## src/rtl/muldiv_sequencer_if.sv

```systemverilog
// muldiv_sequencer_if: Control_Unit <-> mult/div sequencer handshake and datapath controls.
// Optional abort/aborted signals exist only when MULDIV_ABORT_EN is defined.
interface muldiv_sequencer_if #(
    parameter int CNT_W = 6
);
    logic             start;
    logic [1:0]       op;
    logic             divisor_zero;
    logic             busy;
    logic             done;
    logic             div_zero_exc;
    logic             illegal_op;
    logic             mult_init;
    logic             div_init;
    logic             div_src_sel;
    logic             hl_sel;
    logic             hl_load;
    logic [CNT_W-1:0] cycle_count;
`ifdef MULDIV_ABORT_EN
    logic             abort;
    logic             aborted;
    modport master (output start, op, divisor_zero, abort,
                    input  busy, done, div_zero_exc, illegal_op, mult_init, div_init,
                           div_src_sel, hl_sel, hl_load, cycle_count, aborted);
    modport slave  (input  start, op, divisor_zero, abort,
                    output busy, done, div_zero_exc, illegal_op, mult_init, div_init,
                           div_src_sel, hl_sel, hl_load, cycle_count, aborted);
`else
    modport master (output start, op, divisor_zero,
                    input  busy, done, div_zero_exc, illegal_op, mult_init, div_init,
                           div_src_sel, hl_sel, hl_load, cycle_count);
    modport slave  (input  start, op, divisor_zero,
                    output busy, done, div_zero_exc, illegal_op, mult_init, div_init,
                           div_src_sel, hl_sel, hl_load, cycle_count);
`endif
endinterface

```

## src/rtl/muldiv_sequencer.sv

```systemverilog
// muldiv_sequencer: drives init pulses, source/result selects and HI/LO load for the shared mult/div units.
// Define MULDIV_ABORT_EN to add abort/aborted (cancel from INIT or RUN).
module muldiv_sequencer #(
    parameter int MULT_CYCLES = 32,
    parameter int DIV_CYCLES  = 32,
    parameter int CNT_W       = 6
) (
    input logic                clk,
    input logic                reset,
    muldiv_sequencer_if.slave  bus
);
    typedef enum logic [2:0] {IDLE, INIT, RUN, WRITE, EXC} state_t;

    localparam logic [CNT_W-1:0] MULT_LAST = CNT_W'(MULT_CYCLES - 1);
    localparam logic [CNT_W-1:0] DIV_LAST  = CNT_W'(DIV_CYCLES - 1);

    state_t           state_q, state_d;
    logic [1:0]       op_q, op_d;
    logic [CNT_W-1:0] cnt_q, cnt_d;
    logic [CNT_W-1:0] last;
    logic             active;

    assign last   = (op_q == 2'b00) ? MULT_LAST : DIV_LAST;
    assign active = (state_q == INIT) || (state_q == RUN) || (state_q == WRITE);

`ifdef MULDIV_ABORT_EN
    logic aborted_q, aborted_d;
    always_ff @(posedge clk or negedge reset)
        if (!reset) aborted_q <= 1'b0;
        else        aborted_q <= aborted_d;
    assign bus.aborted = aborted_q;
`endif

    always_ff @(posedge clk or negedge reset)
        if (!reset) begin
            state_q <= IDLE;
            op_q    <= 2'b00;
            cnt_q   <= '0;
        end else begin
            state_q <= state_d;
            op_q    <= op_d;
            cnt_q   <= cnt_d;
        end

    // op is also latched on the exception path so EXC knows which pulse to raise
    always_comb begin
        state_d = state_q;
        op_d    = op_q;
        cnt_d   = cnt_q;
`ifdef MULDIV_ABORT_EN
        aborted_d = 1'b0;
`endif
        case (state_q)
            IDLE:
                if (bus.start) begin
                    op_d    = bus.op;
                    cnt_d   = '0;
                    state_d = (bus.op == 2'b11 || (bus.op != 2'b00 && bus.divisor_zero)) ? EXC : INIT;
                end
            INIT: state_d = RUN;
            RUN: begin
                cnt_d   = (cnt_q == last) ? '0 : cnt_q + 1'b1;
                state_d = (cnt_q == last) ? WRITE : RUN;
            end
            default: state_d = IDLE;
        endcase
`ifdef MULDIV_ABORT_EN
        if (bus.abort && (state_q == INIT || state_q == RUN)) begin
            state_d   = IDLE;
            cnt_d     = '0;
            aborted_d = 1'b1;
        end
`endif
    end

    assign bus.busy         = state_q != IDLE;
    assign bus.done         = state_q == WRITE;
    assign bus.hl_load      = state_q == WRITE;
    assign bus.div_zero_exc = (state_q == EXC) && (op_q != 2'b11);
    assign bus.illegal_op   = (state_q == EXC) && (op_q == 2'b11);
    assign bus.mult_init    = (state_q == INIT) && (op_q == 2'b00);
    assign bus.div_init     = (state_q == INIT) && (op_q != 2'b00);
    assign bus.hl_sel       = active && (op_q == 2'b00);
    assign bus.div_src_sel  = active && (op_q == 2'b10);
    assign bus.cycle_count  = cnt_q;
endmodule

```

## src/flat_wrapper.sv

```systemverilog
// flat-port wrapper written by rule: the top's interface ports become plain ports
module muldiv_sequencer_flat 
#(
    parameter int MULT_CYCLES = 32,
    parameter int DIV_CYCLES  = 32,
    parameter int CNT_W       = 6
)
  (clk, reset, bus_start, bus_op, bus_divisor_zero, bus_busy, bus_done, bus_div_zero_exc, bus_illegal_op, bus_mult_init, bus_div_init, bus_div_src_sel, bus_hl_sel, bus_hl_load, bus_cycle_count);
  muldiv_sequencer_if #(.CNT_W(CNT_W)) bus_i ();
  input logic clk;
  input logic reset;
  input wire logic [$bits(bus_i.start)-1:0] bus_start;
  input wire logic [$bits(bus_i.op)-1:0] bus_op;
  input wire logic [$bits(bus_i.divisor_zero)-1:0] bus_divisor_zero;
  output wire logic [$bits(bus_i.busy)-1:0] bus_busy;
  output wire logic [$bits(bus_i.done)-1:0] bus_done;
  output wire logic [$bits(bus_i.div_zero_exc)-1:0] bus_div_zero_exc;
  output wire logic [$bits(bus_i.illegal_op)-1:0] bus_illegal_op;
  output wire logic [$bits(bus_i.mult_init)-1:0] bus_mult_init;
  output wire logic [$bits(bus_i.div_init)-1:0] bus_div_init;
  output wire logic [$bits(bus_i.div_src_sel)-1:0] bus_div_src_sel;
  output wire logic [$bits(bus_i.hl_sel)-1:0] bus_hl_sel;
  output wire logic [$bits(bus_i.hl_load)-1:0] bus_hl_load;
  output wire logic [$bits(bus_i.cycle_count)-1:0] bus_cycle_count;
  assign bus_i.start = bus_start;
  assign bus_i.op = bus_op;
  assign bus_i.divisor_zero = bus_divisor_zero;
  assign bus_busy = bus_i.busy;
  assign bus_done = bus_i.done;
  assign bus_div_zero_exc = bus_i.div_zero_exc;
  assign bus_illegal_op = bus_i.illegal_op;
  assign bus_mult_init = bus_i.mult_init;
  assign bus_div_init = bus_i.div_init;
  assign bus_div_src_sel = bus_i.div_src_sel;
  assign bus_hl_sel = bus_i.hl_sel;
  assign bus_hl_load = bus_i.hl_load;
  assign bus_cycle_count = bus_i.cycle_count;
  muldiv_sequencer #(.MULT_CYCLES(MULT_CYCLES), .DIV_CYCLES(DIV_CYCLES), .CNT_W(CNT_W)) u_core (.clk(clk), .reset(reset), .bus(bus_i));
endmodule
```

## config.mk

```make
export PLATFORM = sky130hd
export DESIGN_NAME = muldiv_sequencer_flat
export DESIGN_NICKNAME = d
export VERILOG_FILES = /design/src/rtl/muldiv_sequencer_if.sv /design/src/rtl/muldiv_sequencer.sv /design/src/flat_wrapper.sv
export SDC_FILE = /design/constraint.sdc
export NUM_CORES = 1
export LEC_CHECK = 0
export CORE_UTILIZATION = 44
export DETAILED_ROUTE_END_ITERATION = 10
export PLACE_DENSITY = 0.77
export SKIP_CTS_REPAIR_TIMING = 1
export SYNTH_ARGS = -nofsm -noshare
export SYNTH_HDL_FRONTEND = slang
export SYNTH_SLANG_ARGS = --single-unit
export TNS_END_PERCENT = 1
```

## constraint.sdc

```tcl
create_clock -name clk -period 1.55 [get_ports clk]
set_input_delay 0.2325 -clock clk [delete_from_list [all_inputs] [get_ports clk]]
set_output_delay 0.2325 -clock clk [all_outputs]
set_load 0.005 [all_outputs]
```

# Yosys cells after proc, flatten, opt, wreduce, memory -nomap -nowiden
# Cells that the tools add are included.
[classes]
reduce_logical = 18
add_sub_neg = 1
eq_ne = 10
n_mux = 7
[ops]
columns = ["cell", "count"]
rows = [
  ["$mux 6", 2],
  ["$pmux 6 s2", 1],
  ["$pmux 3 s3", 1],
  ["$logic_and 1x1->1", 7],
  ["$add 6x1->6 const B", 1],
  ["$eq 2x2->1 const B", 3],
  ["$eq 3x2->1 const B", 2],
  ["$eq 6x5->1 const B", 1],
  ["$mux 3", 2],
  ["$reduce_bool 2->1", 3],
  ["$ne 2x2->1 const B", 2],
  ["$reduce_and 2->1", 2],
  ["$eq 3x1->1 const B", 1],
  ["$eq 3x3->1 const B", 1],
  ["$logic_not 3->1", 1],
  ["$logic_or 1x1->1", 3],
  ["$reduce_bool 3->1", 1],
  ["$logic_not 2->1", 1],
  ["$mux 1", 1],
]
[word_totals]
in_bits = 6
out_inout_bits = 15
regBits = 11

# Depth between registers and ports, before layout
# Gate-level depths: netlist of run 1.
[logic_depth]
depth_word = 6
depth_mapped = 4

# Worst setup path after synthesis of run 1
# OpenSTA, ideal clock, no wires.
[synth_timing]
kind = "register -> register"
from = "register u_core.cnt_q[0] (netlist: u_core.bus.cycle_count[0])"
to = "register u_core.cnt_q[1] (netlist: u_core.bus.cycle_count[1])"
setup_ps = 121
path_buffers = 0
required_time_ps = 1429
arrival_time_ps = 1191
synth_period_minus_slack_ps = 1312
stages_incl_launch_ff = 5
path_slack_ps = 238
cell_sequence = "dfrtp_1 > ha_1 > nand3_2 > o21a_1 > a32o_2"
[synth_between]
elab_chain_len = 3
[synth_lines]
columns = ["element", "line", "rtl"]
rows = [
  ["start: declaration", "muldiv_sequencer.sv:19", "logic [CNT_W-1:0] cnt_q, cnt_d;"],
  ["start signal: assignment", "muldiv_sequencer.sv:42", "cnt_q <= cnt_d;"],
  ["$add 6x1->6 / $eq 6x5->1 (equally long branches)", "muldiv_sequencer.sv:62", "cnt_d = (cnt_q == last) ? '0 : cnt_q + 1'b1;"],
  ["$mux 6 (*)", "muldiv_sequencer.sv:62", ""],
  ["$pmux 6 s2 (*)", "muldiv_sequencer.sv:53", "case (state_q)"],
]
# Every way passes the cells marked *; elsewhere a longest branch is shown, timed or not.
# A chain may end at the register's enable or synchronous reset.

# Worst setup path after layout of run 1
[layout_timing]
from = "register u_core.state_q[2]"
to = "output bus_busy"
[layout_between]
elab_chain_len = 1
[layout_lines]
columns = ["element", "line", "rtl"]
rows = [
  ["start: declaration", "muldiv_sequencer.sv:17", "state_t state_q, state_d;"],
  ["start signal: assignment", "muldiv_sequencer.sv:40", "state_q <= state_d;"],
  ["$reduce_bool 3->1", "muldiv_sequencer.sv:76", "assign bus.busy = state_q != IDLE;"],
  ["end: declaration", "flat_wrapper.sv:15", "output wire logic [$bits(bus_i.busy)-1:0] bus_busy;"],
]
# Every way passes these cells.

==> qor.yml, run 1 <==
path_max_fanout: 7
arrival_ps: 1530
ys_ff_latch: 11
rrSetupSlack_ps: 120
synth_area_sq_um: 654
power_density_nw_per_um2: 1360
clockRootBuffer: "clkbuf_4"
initial_core_util_pct: 48.5
grt_use_total_pct: 21.2
gp_congestion: 0.771
wirelength_um: 1500
firstDrtPassIters: 4
fin_crit_sh_pct: 114
h-tree-depth: 1
drc: 0
worst_pin_slew_ps: 504
worst_slack_ps: -213
drive_gt1_share_pct: 23.9
hold_path_class: "input port to async pin"
r2r_start: "u_core.state_q[2]"
fin_total_pwr_mw: 1.30
drt-vias-per-instance: 5.62
setup_viol: 1
cts-buffers-inserted: 3
clock.fmax_mhz: 567
drv_cap: 0
netlist_instances: 66
final_common_cell: "clkdlybuf4s50_1"
insertion_delay_ps: 270
yosysWarnings: 0
grt_max_degree: 12
die_area_sq_um: 1650
yosysSeqAreaShare_pct: 42.1
crit_buf_inv: 2
cts_tree: "done"
synth_area_per_cell_sq_um: 9.91
fin_skew_ps: 2.07
fp.dieW_um: 40.6
crit_family: "buffers and inverters"
port_buffers: 20
grt_overflow: 0
crit_type: "register to output port"
outcome: "complete, but fails checks"
slowest_delay_ps: 440
clockBufferDepth: 2
grt_pass1_vias: 491
dp.final_hpwl_um: 1060
grt_pass1_wl_um: 2150
antenna_left: 0
antenna_found_initial: 0
slew_headroom_pct: 66.3
final_nets: 100
max-vdd-ir-drop_uv: 873
antennaDiodeCount: 0
synth_cell_types: 33
timing.rr.end: "u_core.op_q[0]"
io_pins: 21
vias: 601
cp_data_required_time_ps: 1320
wire_per_inst_um: 14.0
hold_viol_final: 0
layout_common_cells: "clkdlybuf4s50_1, dfrtp_1, dlymetal6s2s_1"
cp_slowest_cell: "clkdlybuf4s50_1"
clk_transition_reported_paths_ps: 70
startpoint_type: "register"
layout_min_cycle_time_ps: 1760
end_kind: "output port"
synthesis.nets: 73
hold_slack_ps: 290
die_h_um: 40.6
core_area_sq_um: 1350
p_leak_nw: 0.539
area_growth_pct: 46.3
dpl_cell_area_sq_um: 888
rows: 13
postLayoutCellArea_sq_um: 957
rr_worst_depth: 4
drt_iter0_drc: 14
slew_violations: 0
rsz0062_at_grt: "true"
cp_cell_sequence: "buf_4 > nor2_4 > nand2_1 > clkdlybuf4s50_1"
violations: "negative setup slack"
clock-sinks: 11
## registers in the layout, indices dropped and copies added (netlist names)
signal	flops
u_core.bus.cycle_count	6
u_core.op_q	2
u_core.state_q	3
## routing by layer
layer	vias up	part of all wire (%)	track usage, %
met3	5	3.7	5.00
met4	0	2.1	12.5
met5	-	0	0
met1	284	47	27.1
li1	296	-	-
met2	16	47	32.1
## cell usage after synthesis
| master | number | area share, % |
|---|---|---|
| mux2_1 | 1 | 1.7 |
| o21a_1 | 2 | 2.3 |
| inv_2 | 1 | 0.57 |
| nand3b_1 | 1 | 1.1 |
| and2_1 | 1 | 0.96 |
| xnor2_1 | 1 | 1.3 |
| dfrtp_1 | 11 | 42 |
| o2bb2ai_1 | 2 | 2.7 |
| and3_1 | 1 | 0.96 |
| a32o_2 | 1 | 1.7 |
| nor4b_1 | 1 | 1.3 |
| nand3_2 | 1 | 1.5 |
| a211o_1 | 1 | 1.3 |
| inv_1 | 1 | 0.57 |
| and4_1 | 1 | 1.3 |
| nor2_1 | 5 | 2.9 |
| and4_2 | 1 | 1.5 |
| maj3_2 | 1 | 1.7 |
| nand3_1 | 1 | 0.76 |
| nor3b_1 | 3 | 3.4 |
| a21oi_1 | 3 | 2.3 |
| o21bai_1 | 1 | 1.1 |
| nor3_1 | 6 | 4.6 |
| nor4_1 | 1 | 0.96 |
| mux2i_1 | 1 | 1.5 |
| mux2_2 | 2 | 3.4 |
| nand2b_1 | 1 | 0.96 |
| nor2_2 | 1 | 0.96 |
| ha_1 | 1 | 1.9 |
| buf_4 | 4 | 4.6 |
| o21ai_1 | 1 | 0.76 |
| nand2_1 | 4 | 2.3 |
| a22o_1 | 2 | 2.7 |
## through the flow
| step | util, % | cells | setup WS, ps | setup TNS, ps |
|---|---|---|---|---|
| detailed placement | 65.8 | 103 | 41.7 | 0 |
| global placement | 65.8 | 103 | 38.0 | 0 |
| floorplan | - | 66 | 238 | 0 |
| global route | 70.9 | 107 | -261 | -261 |
| CTS | 67.7 | 107 | -256 | -2100 |
| finish | 70.9 | 107 | -213 | -213 |
## cells by family after synthesis
group / count (synthesis) / share of synthesized area [%]
flip-flops: 11 / 42.1
AO/OA/AOI/OAI: 13 / 14.9
XOR/XNOR: 1 / 1.34
multiplexers: 4 / 6.69
buffers and inverters: 6 / 5.74
AND/OR/NAND/NOR: 29 / 25.6
adder cells (fa/ha/maj): 2 / 3.63
## report_power, final
group,switching (mW),internal (mW)
logic,0.263,0.348
registers,0.123,0.368
clock network,0.102,0.0999
## worst max path at each step
stage / start / endpoint / slack (ps) / cells past startpoint
final: u_core.state_q[2] / bus_busy / -210 / 4
after global routing: u_core.state_q[2] / bus_busy / -260 / 4
after CTS: u_core.state_q[0] / bus_done / -260 / 2
after detailed placement: u_core.state_q[2] / bus_div_src_sel / 40 / 3
after global placement: u_core.state_q[0] / bus_done / 40 / 2
after floorplan: u_core.bus.cycle_count[0] / u_core.bus.cycle_count[1] / 240 / 4
## layout make-up
type	count	area [sq um]
flip-flops and latches	11	278
inverters	2	7.51
fillers	92	393
repair buffers	26	265
well taps	15	18.8
clock buffers	4	26.3
multi-input cells	49	362
No activity file was read; power rests on OpenSTA's default activity.
==> run 2, diff against run 1 <==
Settings changed: CORE_UTILIZATION 44 to 39, PLACE_DENSITY 0.77 to 0.72.
Clock period 1.55 ns to 1.58 ns, I/O delays scaled along.
==> run 2 against run 1 <==
  * The flow still finishes with violations (negative setup slack)
  * Cell count did not move
  * Die area rose by 12%
  * First-iteration DRC count fell by 79%
  * Via count fell by 2.2%
  * Register-to-register slack improved by 40 ps
  * Worst setup slack improved by 56 ps
  * Critical path type unchanged
  * Largest power group unchanged
  * Highest routed layer is now met3
==> qor.yml, run 2 (synthesis results as in run 1) <==
outcome: "complete, but fails checks"  # unchanged
violations: "negative setup slack"  # unchanged
path_max_fanout: 7  # unchanged
fin_total_pwr_mw: 1.24  # was 1.30 mW
hold_path_class: "input port to async pin"  # unchanged
io_pins: 21  # unchanged
cts_tree: "done"  # unchanged
core_area_sq_um: 1540  # was 1350 sq um
crit_buf_inv: 2  # unchanged
r2r_start: "u_core.bus.cycle_count[0]"  # was u_core.state_q[2]
wire_per_inst_um: 13.1  # was 14.0 um
fillCellCount: 123  # was 92
layout_min_cycle_time_ps: 1740
initial_core_util_pct: 42.5  # was 48.5%
port_buffers: 20  # unchanged
power_density_nw_per_um2: 1310  # was 1360 nW/um^2
antenna_left: 0  # unchanged
wirelength_um: 1400  # was 1500 um
clk_transition_reported_paths_ps: 80  # was 70 ps
insertion_delay_ps: 260  # was 270 ps
largest_reg_flops: 6  # unchanged
grt_max_degree: 12  # unchanged
cp_data_required_time_ps: 1340  # was 1320 ps
fin_skew_ps: 3.53  # was 2.07 ps
layout_common_cells: "clkdlybuf4s50_1, dfrtp_1, dlymetal6s2s_1"  # unchanged
die_area_sq_um: 1850  # was 1650 sq um
drc: 0  # unchanged
clock-sinks: 11  # unchanged
vias: 588  # was 601
worst_slack_ps: -157  # was -213 ps
grt_pass1_wl_um: 2370  # was 2150 um
drv_cap: 0  # unchanged
clock.fmax_mhz: 576
dp.final_hpwl_um: 1010  # was 1060 um
worst_pin_slew_ps: 507  # was 504 ps
die_h_um: 43.0  # was 40.6 um
cp_cell_sequence: "buf_4 > nor2_4 > nand2_1 > clkdlybuf4s50_1"  # unchanged
slowest_delay_ps: 440  # about the same
drt-vias-per-instance: 5.50  # was 5.62
hold_viol_final: 0  # unchanged
antennaDiodeCount: 0  # unchanged
cp_slowest_cell: "clkdlybuf4s50_1"  # unchanged
multi_input_comb_area_sq_um: 357  # was 362 sq um
firstDrtPassIters: 4  # unchanged
grt_use_total_pct: 16.8  # was 21.2%
max-vdd-ir-drop_uv: 749  # was 873 uV
arrival_ps: 1500  # was 1530 ps
rows: 14  # was 13
crit_type: "register to output port"  # unchanged
register_area_sq_um: 277  # was 278 sq um
crit_family: "buffers and inverters"  # unchanged
grt_pass1_vias: 522  # was 491
slew_violations: 0  # unchanged
rsz0062_at_grt: "true"  # unchanged
startpoint_type: "register"  # unchanged
drive_gt1_share_pct: 20.9  # was 23.9%
fp.dieW_um: 43.0  # was 40.6 um
p_leak_nw: 0.535  # was 0.539 nW
clockBufferDepth: 2  # unchanged
setup_viol: 1  # unchanged
final_nets: 99  # was 100
clockRootBuffer: "clkbuf_4"  # unchanged
drt_iter0_drc: 3  # was 14
fin_crit_sh_pct: 110
cts-buffers-inserted: 3  # unchanged
antenna_found_initial: 0  # unchanged
h-tree-depth: 1  # unchanged
slew_headroom_pct: 66.1  # was 66.3%
gp_congestion: 0.778  # was 0.771
fin_setup_tns_ps: -157  # was -213 ps
end_kind: "output port"  # unchanged
final_common_cell: "clkdlybuf4s50_1"  # unchanged
grt_overflow: 0  # unchanged
cp-startpoint: "u_core.state_q[2]"  # unchanged
area_growth_pct: 44.4  # was 46.3%
## run 2: metrics by stage
step | setup slack, ps | util, % | instances | hold WS [ps] | area (sq um)
final | -157 | 61.3 | 107 | 305 | 945
after global placement | 63.8 | 56.7 | 102 | 549 | 875
after global routing | -244 | 61.3 | 107 | 360 | 945
after floorplan | 268 | - | 66 | -58.6 | 654
after CTS | -249 | 58.4 | 106 | 325 | 901
after detailed placement | 71.6 | 56.7 | 102 | 562 | 875
## run 2: worst paths after layout
kind | slack (ps) | cells after the start | end
setup reg to reg | 160 | 4 | u_core.bus.cycle_count[1]
min in group clk | 580 | 1 | u_core.bus.cycle_count[5]
setup / recovery | -160 | 4 | bus_busy
max in group asynchronous | 910 | 1 | u_core.state_q[0]
hold / removal | 310 | 1 | u_core.bus.cycle_count[3]
hold reg to reg | 580 | 1 | u_core.bus.cycle_count[5]
## run 2: worst reg2reg max path, delay by kind of cell (launching register included)
kind | cells | cell delay [ps]
AOI/OAI and AO/OA | 2 | 500
adders and majority gates | 1 | 250
DFF | 1 | 430
and+or+nand+nor | 1 | 130
## run 2: cell type report
type / count / share of cell area [%]
Sequential cell: 11 / 29.3
Inverter: 2 / 0.795
Timing Repair Buffer: 25 / 27.3
Multi-Input combinational cell: 49 / 37.7
Clock buffer: 4 / 2.78
Tap cell: 16 / 2.12
## run 2: power breakdown
group	internal, mW	leakage [nW]	switching [mW]
clock	0.0974	0.0150	0.0961
sequential	0.359	0.143	0.129
combinational	0.325	0.377	0.235
## run 2: layer usage
layer / vias to the layer above / GRT usage (%) / wire length [um]
met5: - / 0 / 0
met4: 0 / 5.45 / 0
met3: 0 / 2.55 / 33
met2: 8 / 26.4 / 680
met1: 290 / 23.5 / 685
li1: 290 / - / -
==> run 3, diff against run 2 <==
Settings changed: CTS_CLUSTER_DIAMETER from default to 80, SETUP_SLACK_MARGIN from default to 0.02.
==> results of run 3 <==
Final layout, timing and power as in run 2 (identical DEF).
==> variant 1: new RTL, settings of run 3 <==
`CNT_W` is set to 6 in 3 places; all go to 12.
--- a/src/rtl/muldiv_sequencer_if.sv
+++ b/src/rtl/muldiv_sequencer_if.sv
@@ -3,3 +3,3 @@
 interface muldiv_sequencer_if #(
-    parameter int CNT_W = 6
+    parameter int CNT_W = 12
 );
--- a/src/rtl/muldiv_sequencer.sv
+++ b/src/rtl/muldiv_sequencer.sv
@@ -5,3 +5,3 @@
     parameter int DIV_CYCLES  = 32,
-    parameter int CNT_W       = 6
+    parameter int CNT_W       = 12
 ) (
--- a/src/flat_wrapper.sv
+++ b/src/flat_wrapper.sv
@@ -5,3 +5,3 @@
     parameter int DIV_CYCLES  = 32,
-    parameter int CNT_W       = 6
+    parameter int CNT_W       = 12
 )
Interface: changed (resized bus_cycle_count); port bits go from 21 to 27. No check against the original RTL was run, so the function may have changed too.
==> variant 1 against run 3 <==
The run still ends with setup timing left. Register-to-register slack worse by 200 ps. Sequential share of layout area is 1.1 points lower. Area after synthesis is 59% higher. Core utilization is 0.42 points lower. Wire length is 79% higher. Total power is 35% higher. Sequential cell count is 6 higher. Final area is 61% higher. Worst setup slack better by 110 ps. Critical path depth is 1 lower. Critical endpoint unchanged.
==> variant 1: results <==
{
  "status": "complete, but fails checks",
  "failed_checks": "setup timing",
  "globalplace.congestion": 0.808,
  "crit_fanout": 10,
  "mappedNetlistNets": 121,
  "grt_max_degree": 18,
  "hpwl_um": 1820,
  "grtUsageTotal_pct": 19.8,
  "setup_violations": 3,
  "portBuffers": 26,
  "largest_reg_flops": 12,
  "clk_path_buf_depth": 2,
  "dominantRegCellSynth": "dfrtp_1",
  "synth.distinct_cells": 42,
  "antenna_found_initial": 0,
  "synthMuxAreaShare_pct": 4.08,
  "maxSlewHeadroom_pct": 75.6,
  "post-place-ws_ps": -170,
  "drive_above_1_share_pct": 28.2,
  "synthTopCellsByCount": "dfrtp_1, nand2_1, nor2_1",
  "dpl_cell_area_sq_um": 1450,
  "fin_ws_ps": -42.6,
  "netlist_instances": 114,
  "first_iter_violations": 17,
  "vias": 997,
  "htree_levels": 1,
  "postSynth.asyncResetShare_pct": 100,
  "drtAntennaViolNets": 0,
  "clock-root-buffer": "clkbuf_4",
  "fin_worst_skew_ps": 6.98,
  "antennaDiodeCount": 0,
  "ys_seq_area_share_pct": 40.8,
  "numCtsBuffers": 3,
  "power.leakage_uw": 0.000814,
  "critPathArrivalTime_ps": 1390,
  "grt_pass1_wl_um": 4150,
  "clock_latency_ps": 290,
  "synth_compound_area_share_pct": 15.2,
  "grt_pass1_vias": 945,
  "vdd_drop_max_uv": 759,
  "clkTransAtPathRegs_ps": 100,
  "netlist_top_cells_area": "dfrtp_1, nand2_1, nor2_1, nor3_1, o21ai_0",
  "fin_nets": 164,
  "viasPerCell": 5.36,
  "synth_fa_ha_area_share_pct": 2.16,
  "firstDrtPassIters": 4,
  "worstHoldPathType": "in -> async",
  "routed_wl_um": 2500,
  "n_fill_cell": 231,
  "synth-xor-area-share_pct": 1.68,
  "ys_warn_count": 0,
  "dpl.cell_count": 182,
  "cp-start-kind": "flip-flop"
}
-- variant 1: changes by cell type after synthesis, sizes merged, moves of 3 or more --
| cell | run 3 | this run |
|---|---|---|
| dfrtp | 11 | 17 |
| o21ai | 1 | 6 |
| clkbuf | 0 | 3 |
| a22oi | 0 | 3 |
| nand2 | 4 | 13 |
| nand4 | 0 | 4 |
| inv | 2 | 5 |
| nor2 | 6 | 10 |
| nor4 | 1 | 5 |
-- variant 1: worst paths after layout --
path / start / to / slack [ps] / depth (start not counted)
worst max register to register: u_core.state_q[2] / u_core.bus.cycle_count[6] / -40 / 5
worst max-delay path: u_core.state_q[2] / bus_busy / -40 / 3
min in group clk: u_core.bus.cycle_count[4] / u_core.bus.cycle_count[4] / 540 / 1
worst min register to register: u_core.bus.cycle_count[4] / u_core.bus.cycle_count[4] / 540 / 1
worst min-delay path: reset / u_core.bus.cycle_count[0] / 260 / 2
max in group asynchronous: reset / u_core.bus.cycle_count[7] / 1110 / 2
-- variant 1: cells by family (layout without fill, tap and decap cells) --
kind of cell             count (synthesis)  after routing
AO/OA/AOI/OAI                           22             22
flip-flops                              17             17
adder cells (fa/ha/maj)                  2              2
multiplexers                             4              4
XOR/XNOR                                 2              2
AND/OR/NAND/NOR                         55             55
buffers and inverters                   12             54
-- variant 1: layout make-up --
type | instances | area [sq um] | share of cell area (%)
Timing Repair Buffer | 45 | 418 | 27.5
Clock buffer | 4 | 26.3 | 1.73
Tap cell | 30 | 37.5 | 2.47
Inverter | 5 | 18.8 | 1.23
Sequential cell | 17 | 428 | 28.1
Multi-Input combinational cell | 85 | 593 | 39.0
-- variant 1: critical path, cell delays in order, from the launching register on --
cell	delay (ps)
dfrtp_1	410
buf_6	150
or3_4	410
clkbuf_2	130
-- variant 1: layer usage --
layer	vias up	global-route usage, %	share of wire (%)
met1	463	26.3	44
met2	31	31.9	50
met5	-	0	0
met4	0	7.02	0.92
met3	4	3.67	5.6
li1	499	-	-
-- variant 1: through the flow --
stage	power [uW]	setup TNS (ps)
after floorplan	1040	0
after global placement	1390	-393
after detailed placement	1410	-517
after CTS	1650	-3550
after global routing	1800	-488
final	1670	-92.1
-- variant 1: power breakdown --
part	total (uW)	switching, uW	internal [uW]
clock	235	137	98.0
sequential	593	83.0	510
combinational	843	392	451
total	1670	612	1060
==> variant 2: new RTL, config.mk and constraints of run 3 <==
Made on the original files. Encoding of `state_t`: now one-hot (5 bits for 5 states).
--- a/src/rtl/muldiv_sequencer.sv
+++ b/src/rtl/muldiv_sequencer.sv
@@ -11,3 +11,3 @@
 );
-    typedef enum logic [2:0] {IDLE, INIT, RUN, WRITE, EXC} state_t;
+    typedef enum logic [4:0] {IDLE = 5'b00001, INIT = 5'b00010, RUN = 5'b00100, WRITE = 5'b01000, EXC = 5'b10000} state_t;
 
Function: same outputs for any inputs over 10 cycles, from zero or initial values and one cycle with reset low; not proved beyond that.
==> variant 2 against run 3 <==
The run still ends with setup timing left. Total power is 7.0% lower. Worst setup slack improved by 51 ps. Critical path depth increased by 1. Count of clock-buffer cells in the layout stayed put. Maximum frequency grew 3.0%. Area after synthesis is 15% higher. First-iteration DRC count rose to 5.7 times the old value. Sequential cell count grew 2. Clock skew down 2.0 ps. Wire length is 36% higher. Synthesized cell count grew 18%. Final area increased by 23%. Largest power group is now sequential cells. Non-clock buffer count increased by 11. Combinational power down 15%.
==> variant 2: results <==
{
  "status": "complete, but fails checks",
  "failed_checks": "setup timing",
  "grt_pass1_vias": 612,
  "dpl_cell_area_sq_um": 1050,
  "fin_ws_ps": -106,
  "multi_input_area_sq_um": 425,
  "grt_max_degree": 14,
  "dr_wl_met3_um": 65,
  "drive_above_1_share_pct": 35.7,
  "routed_wl_um": 1900,
  "num-nonclk-inverters": 7,
  "grtUsageMet2_pct": 27.9,
  "crit_fanout": 4,
  "synth_fa_ha_area_share_pct": 3.00,
  "setup_violations": 4,
  "nFlopsAndLatches": 13,
  "mappedNetlistNets": 85,
  "met1Wirelength_um": 839,
  "netlist_instances": 78,
  "dpl.cell_count": 132,
  "fin_setup_tns_ps": -227,
  "seq_area_sq_um": 330,
  "combPwrFrac_pct": 41.2,
  "grt_pass1_wl_um": 2640,
  "synthTopCellsByCount": "dfrtp_1, nor2_1, inv_1",
  "globalplace.congestion": 0.839,
  "clock_area_share_pct": 2.26,
  "hpwl_um": 1270,
  "ys_seq_area_share_pct": 43.5,
  "tightestPinTransition_ps": 294,
  "grtUsageTotal_pct": 18.1,
  "grt_use_met1_pct": 22.5,
  "fin_nets": 123,
  "synth.distinct_cells": 38,
  "met3_usage_pct": 1.19,
  "first_iter_violations": 17,
  "critPathArrivalTime_ps": 1450,
  "slowest_stage": "dfrtp_2",
  "instances_no_fill": 140,
  "synthMuxAreaShare_pct": 5.83,
  "post-place-ws_ps": -86.6,
  "dr_wl_met2_um": 943,
  "top_layer_used": "met4",
  "final_util_pct": 66.0,
  "power.net_switching_uw": 410
}
==> variant 2: cell count changes after synthesis, moves of 2 or more <==
cell,change
inv_1,+6
nand3_1,+4
nor3_1,-4
buf_4,-3
nand4_1,+3
nor2_1,+3
a21oi_1,-2
a22o_1,-2
and3_1,+2
nor3b_1,-2
o211ai_1,+2
o22ai_1,+2
o2bb2ai_1,-2
==> variant 2: worst paths after layout <==
path                                            from                         to  slack [ps]
max reg2reg                        u_core.state_q[1]  u_core.bus.cycle_count[5]          90
min in group clk           u_core.bus.cycle_count[5]          u_core.state_q[3]         530
min reg2reg                u_core.bus.cycle_count[5]          u_core.state_q[3]         530
min                                            reset          u_core.state_q[2]         270
max in group asynchronous                      reset          u_core.state_q[0]        1080
max                                u_core.state_q[2]            bus_div_src_sel        -110
==> variant 2: cell families after synthesis <==
family          Yosys count
simple gates             36
buf+inv                  10
flops                    13
xor+xnor                  2
compound gates           11
fa+ha+maj                 2
mux                       4
